`config.mk`:
```
export PLATFORM = sky130hd
export DESIGN_NAME = bram_snapshot_ctrl
export DESIGN_NICKNAME = d
export VERILOG_FILES = /design/src/rtl/bram_snapshot_ctrl.sv
export SDC_FILE = /design/constraint.sdc
export NUM_CORES = 1
export LEC_CHECK = 0
export ABC_AREA = 1
export BUFFER_PORTS_ARGS = -buffer_cell sky130_fd_sc_hd__buf_2
export CAP_MARGIN = 20
export CORE_MARGIN = 3
export CORE_UTILIZATION = 52
export CTS_BUF_LIST = sky130_fd_sc_hd__clkbuf_4 sky130_fd_sc_hd__clkbuf_8
export DETAILED_ROUTE_END_ITERATION = 12
export PLACE_DENSITY_LB_ADDON = 0.12
export SLEW_MARGIN = 20
export SYNTH_ARGS = -nofsm -noshare
export SYNTH_HDL_FRONTEND = slang
export SYNTH_SLANG_ARGS = --single-unit
```
`constraint.sdc`:
```
create_clock -name fpga_clk -period 2 [get_ports fpga_clk]
set_input_delay 0.3 -clock fpga_clk [delete_from_list [all_inputs] [get_ports fpga_clk]]
set_output_delay 0.3 -clock fpga_clk [all_outputs]
set_load 0.005 [all_outputs]
```
`src/rtl/bram_snapshot_ctrl.sv`:
```
// bram_snapshot_ctrl
//   Single-shot capture sequencer that drives the fabric write port of a BRAM.
//   Software arms the block and then triggers it, either directly or from a
//   rising edge on an external line. The incoming sample stream is then written
//   into the buffer until DEPTH = 2**ADDR_WIDTH samples are held. Software polls
//   state/done and reads the buffer back over its own port.
//
//   Optional feature macro: SNAP_PRETRIG_EN
//     When defined, the buffer runs as a ring while ARMED and keeps PRETRIG
//     samples of history ahead of the trigger sample.
//     When undefined, nothing is written while ARMED and the trigger sample
//     always lands at address 0.
//
// Ports
//   fpga_clk     capture / BRAM clock
//   rst          synchronous active-high reset
//   arm          pulse: start or restart a snapshot
//   abort        pulse: cancel and return to IDLE (wins over arm)
//   sw_trig      software trigger pulse
//   ext_trig     external trigger level; its rising edge is used
//   ext_trig_en  enables ext_trig
//   din          sample data
//   din_valid    sample qualifier
//   bram_addr    BRAM write address
//   bram_din     BRAM write data
//   bram_we      BRAM write enable
//   state        0 IDLE, 1 ARMED, 2 CAPTURE, 3 DONE
//   done         snapshot complete; held until the next arm or abort
//   wr_count     samples written since the trigger, trigger sample included
//   trig_addr    BRAM address of the trigger sample
module bram_snapshot_ctrl #(
  parameter int unsigned DATA_WIDTH = 32,
  parameter int unsigned ADDR_WIDTH = 10,
  parameter int unsigned PRETRIG    = 64
) (
  input  logic                  fpga_clk,
  input  logic                  rst,
  input  logic                  arm,
  input  logic                  abort,
  input  logic                  sw_trig,
  input  logic                  ext_trig,
  input  logic                  ext_trig_en,
  input  logic [DATA_WIDTH-1:0] din,
  input  logic                  din_valid,
  output logic [ADDR_WIDTH-1:0] bram_addr,
  output logic [DATA_WIDTH-1:0] bram_din,
  output logic                  bram_we,
  output logic [1:0]            state,
  output logic                  done,
  output logic [ADDR_WIDTH:0]   wr_count,
  output logic [ADDR_WIDTH-1:0] trig_addr
);

  localparam int unsigned CW    = ADDR_WIDTH + 1;
  localparam int unsigned DEPTH = 1 << ADDR_WIDTH;
`ifdef SNAP_PRETRIG_EN
  localparam int unsigned CAP_LEN = DEPTH - PRETRIG;
`else
  // Without the pretrigger ring, PRETRIG has no effect on the capture length.
  localparam int unsigned CAP_LEN = DEPTH + (PRETRIG * 0);
`endif

  typedef enum logic [1:0] {
    S_IDLE    = 2'd0,
    S_ARMED   = 2'd1,
    S_CAPTURE = 2'd2,
    S_DONE    = 2'd3
  } state_t;

  state_t                fsm;
  logic [ADDR_WIDTH-1:0] wr_ptr;
  logic                  ext_trig_q;
  logic                  trig;
  logic [CW-1:0]         count_inc;
  logic                  cap_last;
`ifdef SNAP_PRETRIG_EN
  logic [CW-1:0]         fill;
  logic                  fill_ok;
  assign fill_ok = (fill >= CW'(PRETRIG));
`endif

  assign trig      = sw_trig | (ext_trig_en & ext_trig & ~ext_trig_q);
  // Post-trigger count after accepting one more sample, saturating at DEPTH.
  assign count_inc = (wr_count == CW'(DEPTH)) ? wr_count : wr_count + CW'(1);
  assign cap_last  = (count_inc >= CW'(CAP_LEN));
  assign state     = fsm;

  // Sequencer: every write is registered, so a sample taken at cycle t shows up
  // on the BRAM port at cycle t+1.
  always_ff @(posedge fpga_clk) begin
    if (rst) begin
      fsm        <= S_IDLE;
      wr_ptr     <= '0;
      ext_trig_q <= 1'b0;
      bram_we    <= 1'b0;
      bram_addr  <= '0;
      bram_din   <= '0;
      done       <= 1'b0;
      wr_count   <= '0;
      trig_addr  <= '0;
`ifdef SNAP_PRETRIG_EN
      fill       <= '0;
`endif
    end else begin
      ext_trig_q <= ext_trig;
      bram_we    <= 1'b0;
      if (abort) begin
        fsm  <= S_IDLE;
        done <= 1'b0;
      end else if (arm) begin
        // Also covers trig in the same cycle: that trigger is dropped.
        fsm       <= S_ARMED;
        wr_ptr    <= '0;
        wr_count  <= '0;
        done      <= 1'b0;
        trig_addr <= '0;
`ifdef SNAP_PRETRIG_EN
        fill      <= '0;
`endif
      end else begin
        case (fsm)
          S_ARMED: begin
`ifdef SNAP_PRETRIG_EN
            // History ring: every sample is kept while waiting for a trigger.
            if (din_valid) begin
              bram_we   <= 1'b1;
              bram_addr <= wr_ptr;
              bram_din  <= din;
              wr_ptr    <= wr_ptr + ADDR_WIDTH'(1);
              if (fill != CW'(PRETRIG)) fill <= fill + CW'(1);
            end
            // Trigger only once enough history is present.
            if (trig && fill_ok) begin
              fsm       <= S_CAPTURE;
              trig_addr <= wr_ptr;
              if (din_valid) begin
                wr_count <= count_inc;
                if (cap_last) begin
                  fsm  <= S_DONE;
                  done <= 1'b1;
                end
              end
            end
`else
            if (trig) begin
              fsm <= S_CAPTURE;
              if (din_valid) begin
                bram_we   <= 1'b1;
                bram_addr <= wr_ptr;
                bram_din  <= din;
                wr_ptr    <= wr_ptr + ADDR_WIDTH'(1);
                wr_count  <= count_inc;
                if (cap_last) begin
                  fsm  <= S_DONE;
                  done <= 1'b1;
                end
              end
            end
`endif
          end
          S_CAPTURE: begin
            if (din_valid) begin
              bram_we   <= 1'b1;
              bram_addr <= wr_ptr;
              bram_din  <= din;
              wr_ptr    <= wr_ptr + ADDR_WIDTH'(1);
              wr_count  <= count_inc;
              if (cap_last) begin
                fsm  <= S_DONE;
                done <= 1'b1;
              end
            end
          end
          default: ;
        endcase
      end
    end
  end

endmodule
```
Yosys cells after proc, flatten, opt, wreduce, memory -nomap -nowiden --
Index checks and enable logic that the tools add are counted.
Word-level totals: output and inout bits 67, input bits 40, register bits after elaboration 68, word-level logic and storage cells 65
Operators by class: muxes and demuxes 29, $lt $le $gt $ge 1, $add $sub $neg 2, bitwise logic cells 6, equal/unequal tests 9, reduce and logical (&&, ||, !) cells 9
Operators with widths (number):
- 32-bit 2-to-1 mux | 2
- 32-bit one-hot mux with 2 select lines | 1
- 10-bit 2-to-1 mux | 5
- 11-bit 2-to-1 mux | 4
- 10-bit one-hot mux with 2 select lines | 2
- 11-bit one-hot mux with 2 select lines | 1
- 4-bit AND reduction | 3
- 11-bit by 1-bit adder with 11-bit output, second input constant | 1
- 11-bit == test, second input constant | 1
- 11-bit greater-or-equal comparator, second input constant | 1
- 10-bit by 1-bit adder with 10-bit output, second input constant | 1
- 3-bit != test, second input constant | 3
- 1-bit 2-to-1 mux | 8
- 2-bit 2-to-1 mux | 3
- 2-bit != test, second input constant | 3
- 1-bit one-hot mux with 2 select lines | 2
- 2-bit one-hot mux with 2 select lines | 1
- 1-bit NOT | 3
- 3-bit AND reduction | 1
- 3-bit nonzero test | 1
- 3-bit OR reduction | 1
- 1-bit AND | 2
- 2-bit by 1-bit == test with 1-bit output, second input constant | 1
- 2-bit == test, second input constant | 1
- 4 further kinds | 4

Logic depth before layout (Yosys ltp) --
Gate-level depths: netlist of the first run.
depth in word-level cells 8, mapped depth 12, depth with buffers taken out 11

Worst setup path after synthesis of the first run --
OpenSTA, ideal clock, no wires.
path type register -> register, start point reg fsm[1] (netlist: state[1]), end point reg bram_addr[3], period minus slack after synthesis 1587 ps, data required time 1884 ps, setup time 116 ps, path slack 413 ps, cell stages (with the launch flop) 12, path buffers 2, arrival 1471 ps, path through dfxtp_1 > inv_1 > ha_1 > or2_0 > nand2_1 > inv_2 > nand3_4 > nor2_4 > buf_6 > buf_8 > o21ai_0 > nor2_1
On the way: word-level cells in the longest chain between the ends 3, elaborated cells on any way between the ends 6, those cells by class eq/ne (3); mux (1); reduce/logical (2)
RTL lines:
- from (decl) | line 70 | state_t fsm;
- from (signal assigned) | line 92 | fsm <= S_IDLE;
- from (signal assigned) | line 108 | fsm <= S_IDLE;
- from (signal assigned) | line 112 | fsm <= S_ARMED;
- 2-bit by 1-bit == test with 1-bit output or 2-bit == test (tied branches) | line 121 | case (fsm)
- 2-bit != test (no source line) or 2-bit nonzero test (tied branches)
- 4-bit AND reduction (no source line)
- to (signal assigned) | line 149 | bram_addr <= wr_ptr;
- to (signal assigned) | line 164 | bram_addr <= wr_ptr;
- to (decl) | line 45 | output logic [ADDR_WIDTH-1:0] bram_addr,
Several ways; a longest one is shown, not always the timed one. A chain may end at the register's enable or synchronous reset.

Final worst setup path of the first run --
start point reg fsm[0] (netlist: state[0]), end point reg wr_count[2]
On the way: word-level cells in the longest chain between the ends 3, elaborated cells on any way between the ends 7, those cells by class eq/ne (3); mux (2); reduce/logical (2)
RTL lines:
- 2-bit by 1-bit == test with 1-bit output or 2-bit == test (tied branches) | line 121
- 3-bit != test (no source line) (tied with other cells)
- 3-bit AND reduction (no source line) or 11-bit 2-to-1 mux (tied branches)
- to (signal assigned) | line 152 | wr_count <= count_inc;
- to (signal assigned) | line 167 | wr_count <= count_inc;
- to (decl) | line 50 | output logic [ADDR_WIDTH:0] wr_count,
Several ways; a longest one is shown, not always the timed one.

==> summary.md, run 1 <==
| Metric | Value |
|---|---|
| Period utilisation layout | 86.5% |
| NumNets Final | 567 |
| Final max-slew violation count | 0 |
| Worst vdd ir | 0.000559 V |
| Post CTS Setup Buffer Count | 0 |
| CP Class | register to register |
| Final RePlAce weighted congestion | 0.868 |
| RSZ-0062 raised after global routing | false |
| Crit end category | register |
| Post-route antenna net violation count | 0 |
| Boundary pin count | 107 |
| P_leak | 1.84 nW |
| Met1 Usage GRT | 26.2% |
| M2 GR Usage | 33.0% |
| PwrDens | 693 mW/mm² |
| Compound-Gate Fraction of Synth Area | 11.7% |
| Cts hold-fix bufs | 0 |
| Net Sw Power | 0.000654 W |
| Vias in the first global route | 2781 |
| # H-tree levels | 3 |
| Mux cell area share after synthesis | 0% |
| Largest net degree at the start of global routing | 43 |
| Global route overflow | 0 |
| WL per Instance | 12.1 µm |
| Post-CTS Resized | 0 |
| Post-Synth XOR/XNOR Area | 2.78% |
| Clock latency on the worst-skew pair | 340 ps |
| Die Span X | 83.8 µm |
| Ant. Diodes | 0 |
| Critical Path Most Common Cell | nor2_1 |
| Clk pwr share | 39.9% |
| Initial antenna violation count | 0 |
| Clk pin slew, worst setup/hold paths | 70 ps |
| Clock sink total | 68 |
| Outcome | finished, final reports clean |
| Sequential share of the synthesized area | 43.3% |
| Met3 Use GR | 7.21% |
| PortBufs | 96 |
| Final setup viols | 0 |
| Total power | 0.00262 W |
| Worst-path maximum fanout | 16 |
| TritonCTS clock tree | built |
| CP Launch Type | register |
| Routed vias | 2984 |
| Synth Instances | 430 |
| DR iter-0 viols | 201 |
| Max Fclk | 0.578 GHz |
| Core footprint | 0.00568 mm² |
| GR peak layer | met2 |
| Drt pass-1 iters | 5 |
| Combinational share of power | 7.2% |
| Clock skew | 8.26 ps |
| Synth top area share | 43.3% |
| Post-Synth Simple-Gate Area | 29.3% |
| CTS buffer count | 9 |
| Routed wire length | 7230 µm |
| Total negative slack | 0 ps |
| Global-route usage over all layers | 20.9% |
| Top cells by area, synth | dfxtp_1, nor2_1, nand2_1, o21ai_0, a21oi_1 |
| Internal power | 0.00197 W |
| First-pass GRT wire length | 12200 µm |
| Synth warn | 0 |
| Leading area contributor after synthesis | dfxtp_1 |
| Min-Delay Path Class | input pin to register |
| Effective utilization at floorplan | 55.4% |
| Rows | 27 |
| Number of enable flip-flop cells after synthesis | 0 |
| Max-cap violations | 0 |
| Root Buffer | clkbuf_8 |
| Die Area | 0.00702 mm² |
| Library cells used by synthesis | 32 |
| Post-Synth Adder-Cell Area | 1.99% |
| Prevailing post-synth register cell | dfxtp_1 |
| Number of remaining DRC errors | 0 |
| Final Critical Period | 1730 ps |
| Layout cells sized above 1 | 26.2% |
| Fin. Hold Viols | 0 |
| CP Cell Sequence | inv_1 -> ha_1 -> or2_0 -> nand2_1 -> nor2_1 -> o21ai_4 -> nor2_1 -> nor2_1 -> nor2_1 |
| CP delay by family, top | simple AND/OR/NAND/NOR gates |
| Die height | 83.8 µm |
| Post-Syn Area | 0.00315 mm² |
| Commonest non-fill, non-tap cell in the layout | buf_2 |
| Synth async-reset ratio | 0% |
| P&R area growth vs syn | 20.2% |
| Hold WS | 178 ps |
| Seq cells post-synth | 68 |
| Via density | 4.98 |
| DPL Wire Length | 5040 µm |
| Max stage delay on crit path | 360 ps |
| Post-Syn Area per Cell | 7.32 µm² |
| Crit path DAT | 1950 ps |
| Largest family of logic cells by synthesized area | simple AND/OR/NAND/NOR gates |
| Most frequent cells in the layout | buf_2, nor2_1, dfxtp_1 |
| Max Root-Sink Buffers | 2 |
| Sw Ratio | 25.0% |
| Crit-path slowest cell | o21ai_4 |
| Sequential Power Share | 52.9% |
| Crit path buf inv count | 1 |
| Critical Path RT | 2220 ps |
## through the flow
step	util [%]	cell area [µm²]	cells	setup WS, ps
after floorplan	-	3180	439	413
after global placement	63.3	3590	583	274
after detailed placement	63.3	3590	583	256
after CTS	66.6	3780	599	273
after global routing	66.6	3780	599	57.7
final	66.6	3780	599	271
## power by group through the flow
stage	clock, W	sequential, W	combinational (W)
global placement	0	0.00142	0.000186
detailed placement	0	0.00142	0.000189
floorplan	0	0.00142	0.000120
global route	0.00112	0.00139	0.000214
finish	0.00104	0.00139	0.000189
CTS	0.00106	0.00139	0.000189
## flip-flops by register name (all words and copies together), names as in the netlist
name and cells:
bram_addr 10, bram_din 32, bram_we 1, done 1, ext_trig_q 1, state 2
wr_count 11, wr_ptr 10
## cell type report
| type | instances | area [µm²] |
|---|---|---|
| Fill cell | 518 | 1900 |
| Timing Repair Buffer | 101 | 531 |
| Clock buffer | 11 | 151 |
| Multi-Input combinational cell | 306 | 1480 |
| Clock inverter | 5 | 33.8 |
| Inverter | 36 | 135 |
| Sequential cell | 68 | 1360 |
| Tap cell | 72 | 90.1 |
## cell usage after synthesis, types with 2 or more instances
library cell  count
inv_2             2
xor2_1            8
o21ai_0          42
nand3_1          25
xnor2_1           2
buf_2             5
inv_1            33
nand4_1           5
buf_6             4
nor2_2           10
nor2_1           90
nor3_2            2
buf_4            13
a21oi_2           2
clkbuf_1          5
nand2_1          66
ha_1              5
dfxtp_1          68
a21oi_1          25
nor3_1            5
nor4_1            2
## worst reg2reg max path: stages (launching register included)
cell and delay (ps):
dfxtp_1 350, inv_1 70, ha_1 220, or2_0 200, nand2_1 100, nor2_1 80
o21ai_4 360, nor2_1 90, nor2_1 100, nor2_1 40
## cells by family (layout without fill, tap and decap cells)
family / count (synthesis) / count (layout)
and+or+nand+nor: 211 / 211
AOI/OAI and AO/OA: 70 / 70
DFF: 68 / 68
buffers and inverters: 65 / 153
xor gates and xnor gates: 10 / 10
adders and majority gates: 5 / 5
other: 1 / 10
## worst paths after layout
check | from | end | slack (ps) | depth (start not counted)
worst max-delay path | state[0] | wr_count[2] | 270 | 9
worst min-delay path | ext_trig | ext_trig_q | 180 | 3
worst min register to register | done | done | 450 | 2
worst max register to register | state[0] | wr_count[2] | 270 | 9
## per-layer routing
metal  vias up  share of wire, %  wire (µm)
met5         -                 0          0
met4         0               1.4        102
met1      1319                45       3260
met2       118                44       3200
met3        16               9.2        667
li1       1531                 -          -
No activity file was read; power rests on OpenSTA's default activity.
==> run 2: changes to the inputs <==
ABC_AREA = unset   (was 1)
CORE_UTILIZATION = 51   (was 52)
==> run 2 against run 1 <==
Hold slack gained 2.2 ps. Global-route usage barely moved. Critical path depth down 3. Via count shrank 10%. Flip-flop and latch count unchanged. Core utilization is 3.5 points higher. Combinational power decreased by 15%. Clock-buffer cell count did not move. Clock power increased by 37%. Synthesized area down 9.4%. Register-to-register slack got worse by 140 ps. Worst setup slack worse by 140 ps. Critical endpoint is now state[0]. Largest cell class unchanged. Largest power group is now clock.
==> summary.md, run 2 <==
| Metric | Value |
|---|---|
| Core Util, Final | 70.1% (was 66.6%) |
| Seq cells post-synth | 68 (unchanged) |
| Total power | 0.00295 W (was 0.00262 W) |
| Synth top area share | 47.8% (was 43.3%) |
| Number of enable flip-flop cells after synthesis | 0 (unchanged) |
| Max Fclk | 0.534 GHz (was 0.578 GHz) |
| Number of flip-flops in the largest register | 32 (unchanged) |
| Synth warn | 0 (unchanged) |
| Die height | 80.8 µm (was 83.8 µm) |
| WL per Instance | 12.8 µm (was 12.1 µm) |
| Worst Setup Slack, final | 127 ps (was 271 ps) |
| Dpl ws | 38.4 ps (was 256 ps) |
| R2r startpoint | wr_count[1] (was state[0]) |
| Synth Instances | 351 (was 430) |
| Final RePlAce weighted congestion | 0.816 (was 0.868) |
| Worst-path maximum fanout | 6 (was 16) |
| Via density | 5.13 (was 4.98) |
| Max-cap violations | 0 (unchanged) |
| Most frequent cells in the layout | nand2_1, buf_2, dfxtp_1 (was buf_2, nor2_1, dfxtp_1) |
| Post-Syn Area | 0.00285 mm² (was 0.00315 mm²) |
| Library cells used by synthesis | 43 (was 32) |
| Root Buffer | clkbuf_8 (unchanged) |
| Worst vdd ir | 0.000553 V (was 0.000559 V) |
| TritonCTS clock tree | built (unchanged) |
| Clk pin slew, worst setup/hold paths | 70 ps (about the same) |
| RSZ-0062 raised after global routing | false (unchanged) |
| Crit end category | register (unchanged) |
| Biggest register | bram_din (unchanged) |
| Initial antenna violation count | 0 (unchanged) |
| Prevailing post-synth register cell | dfxtp_1 (unchanged) |
| Commonest non-fill, non-tap cell in the layout | nand2_1 (was buf_2) |
| Core footprint | 0.00527 mm² (was 0.00568 mm²) |
| NumNets Final | 493 (was 567) |
| Hold path start | ext_trig (unchanged) |
| Worst hold endpoint | ext_trig_q (unchanged) |
| Crit path DAT | 2130 ps (was 1950 ps) |
| Clock skew | 8.57 ps (was 8.26 ps) |
| P&R area growth vs syn | 29.6% (was 20.2%) |
| Number of remaining DRC errors | 0 (unchanged) |
| Die Span X | 80.8 µm (was 83.8 µm) |
| Clock sink total | 68 (unchanged) |
| First-pass GRT wire length | 10700 µm (was 12200 µm) |
| Effective utilization at floorplan | 54.1% (was 55.4%) |
| Clock latency on the worst-skew pair | 340 ps (about the same) |
| CTS buffer count | 9 (unchanged) |
| Ant. Diodes | 0 (unchanged) |
| Final Critical Period | 1870 ps (was 1730 ps) |
| Final max-slew violation count | 0 (unchanged) |
| P_leak | 1.54 nW (was 1.84 nW) |
| DR iter-0 viols | 120 (was 201) |
| Max Root-Sink Buffers | 2 (unchanged) |
| Routed vias | 2682 (was 2984) |
| Top cells by count, synth | nand2_1, dfxtp_1, a21oi_1, nor2_1, clkbuf_1 (was nor2_1, dfxtp_1, nand2_1, o21ai_0, inv_1) |
| Global-route usage over all layers | 20.9% (about the same) |
| Final setup viols | 0 (unchanged) |
| R2R Path End | state[0] (was wr_count[2]) |
| Outcome | finished, final reports clean (unchanged) |
| Top cells by area, synth | dfxtp_1, nand2_1, a21oi_1, nor2_1, xor2_1 (was dfxtp_1, nor2_1, nand2_1, o21ai_0, a21oi_1) |
| Global route overflow | 0 (unchanged) |
| Filler cells | 448 (was 518) |
| Die Area | 0.00652 mm² (was 0.00702 mm²) |
| Layout cells sized above 1 | 29.4% (was 26.2%) |
| PwrDens | 800 mW/mm² (was 693 mW/mm²) |
| Synth async-reset ratio | 0% (unchanged) |
| CP Class | register to register (unchanged) |
| Drt pass-1 iters | 4 (was 5) |
| Largest net degree at the start of global routing | 44 (was 43) |
| Routed wire length | 6670 µm (was 7230 µm) |
| Post-route antenna net violation count | 0 (unchanged) |
| Reg2reg setup slack | 130 ps (was 270 ps) |
| Cell count of the worst hold path | 2 (was 3) |
| Min-Delay Path Class | input pin to register (unchanged) |
| Count leader, synth | nand2_1 (was nor2_1) |
| Post-Syn Area per Cell | 8.12 µm² (was 7.32 µm²) |
| # H-tree levels | 3 (unchanged) |
| Rows | 26 (was 27) |
| Biggest regs | bram_din (32), wr_count (11) (unchanged) |
| Total negative slack | 0 ps (unchanged) |
| Leading area contributor after synthesis | dfxtp_1 (unchanged) |
| Fin. Hold Viols | 0 (unchanged) |
| Boundary pin count | 107 (unchanged) |
| Critical Path RT | 2250 ps (was 2220 ps) |
| Sequential share of the synthesized area | 47.8% (was 43.3%) |
| Period utilisation layout | 93.7% (was 86.5%) |
| Vias in the first global route | 2377 (was 2781) |
| PortBufs | 96 (unchanged) |
| CP Launch Type | register (unchanged) |
| R2r worst-path depth | 6 (was 9) |
| DPL Wire Length | 4640 µm (was 5040 µm) |
==> run 2: cell types whose count changed after synthesis, sizes merged, moves of 8 or more <==
cell,before,now
a21oi,27,48
nand3,27,6
inv,35,7
o211ai,0,8
clkbuf,5,18
o21ai,43,9
nor2,101,21
nand2,67,97
buf,24,11
==> run 2: worst max path at each step <==
| stage | from | end | slack, ps | depth (start not counted) |
|---|---|---|---|---|
| 3_3_place_gp | state[0] | wr_count[4] | 160 | 6 |
| 6_report | wr_count[1] | state[0] | 130 | 6 |
| 5_1_grt | state[1] | wr_count[3] | 10 | 8 |
| 4_1_cts | state[0] | wr_count[4] | 30 | 6 |
| 2_1_floorplan | wr_count[1] | state[0] | 290 | 6 |
| 3_5_place_dp | state[0] | wr_count[4] | 40 | 6 |
==> run 2: critical path, stage by stage, from the launching register on <==
cell,delay [ps]
dfxtp_1,410
ha_1,200
nand2_1,120
or4_4,530
a21oi_2,200
nor4_1,80
a311oi_2,250
==> run 2: power by group <==
group | switching (W) | internal (W) | leakage [nW]
Combinational | 0.0000957 | 0.0000646 | 0.870
Sequential | 0.00000719 | 0.00136 | 0.549
Clock | 0.000521 | 0.000901 | 0.126
==> run 2: cell families (layout without fill, tap and decap cells) <==
logic type               after synthesis  in the layout  synth area share [%]
other                                  1             10                 0.132
flip-flops                            68             68                  47.8
AND/OR/NAND/NOR                      148            148                  23.1
buffers and inverters                 36            129                  6.10
AO/OA/AOI/OAI                         81             81                  17.0
adder cells (fa/ha/maj)                5              5                  2.19
XOR/XNOR                              12             12                  3.69
==> run 2: through the flow <==
stage	hold slack, ps	cell area, µm²	std cells
after floorplan	428	2880	360
after global placement	438	3420	506
after detailed placement	444	3420	506
after CTS	174	3680	522
after global routing	180	3690	523
final	180	3690	523
==> run 2: layer usage <==
metal | wire, µm | vias to the layer above | global-route usage [%]
li1 | - | 1369 | -
met1 | 2960 | 1218 | 26.0
met2 | 3120 | 85 | 34.4
met3 | 475 | 10 | 4.32
met4 | 115 | 0 | 10.1
met5 | 0 | - | 0
==> run 2: what timing repair did <==
action                                  in CTS  in global routing
endpoints found under the setup margin       0                  6
hold buffers                                 0                  0
gates resized for setup                      0                  4
setup buffers                                0                  1
==> run 2: cell type report <==
class | count | area, µm² | area share [%]
Multi-Input combinational cell | 256 | 1380 | 37.3
Sequential cell | 68 | 1360 | 36.9
Timing Repair Buffer | 106 | 581 | 15.7
Clock buffer | 11 | 151 | 4.10
Clock inverter | 5 | 106 | 2.88
Tap cell | 70 | 87.6 | 2.37
Inverter | 7 | 26.3 | 0.711
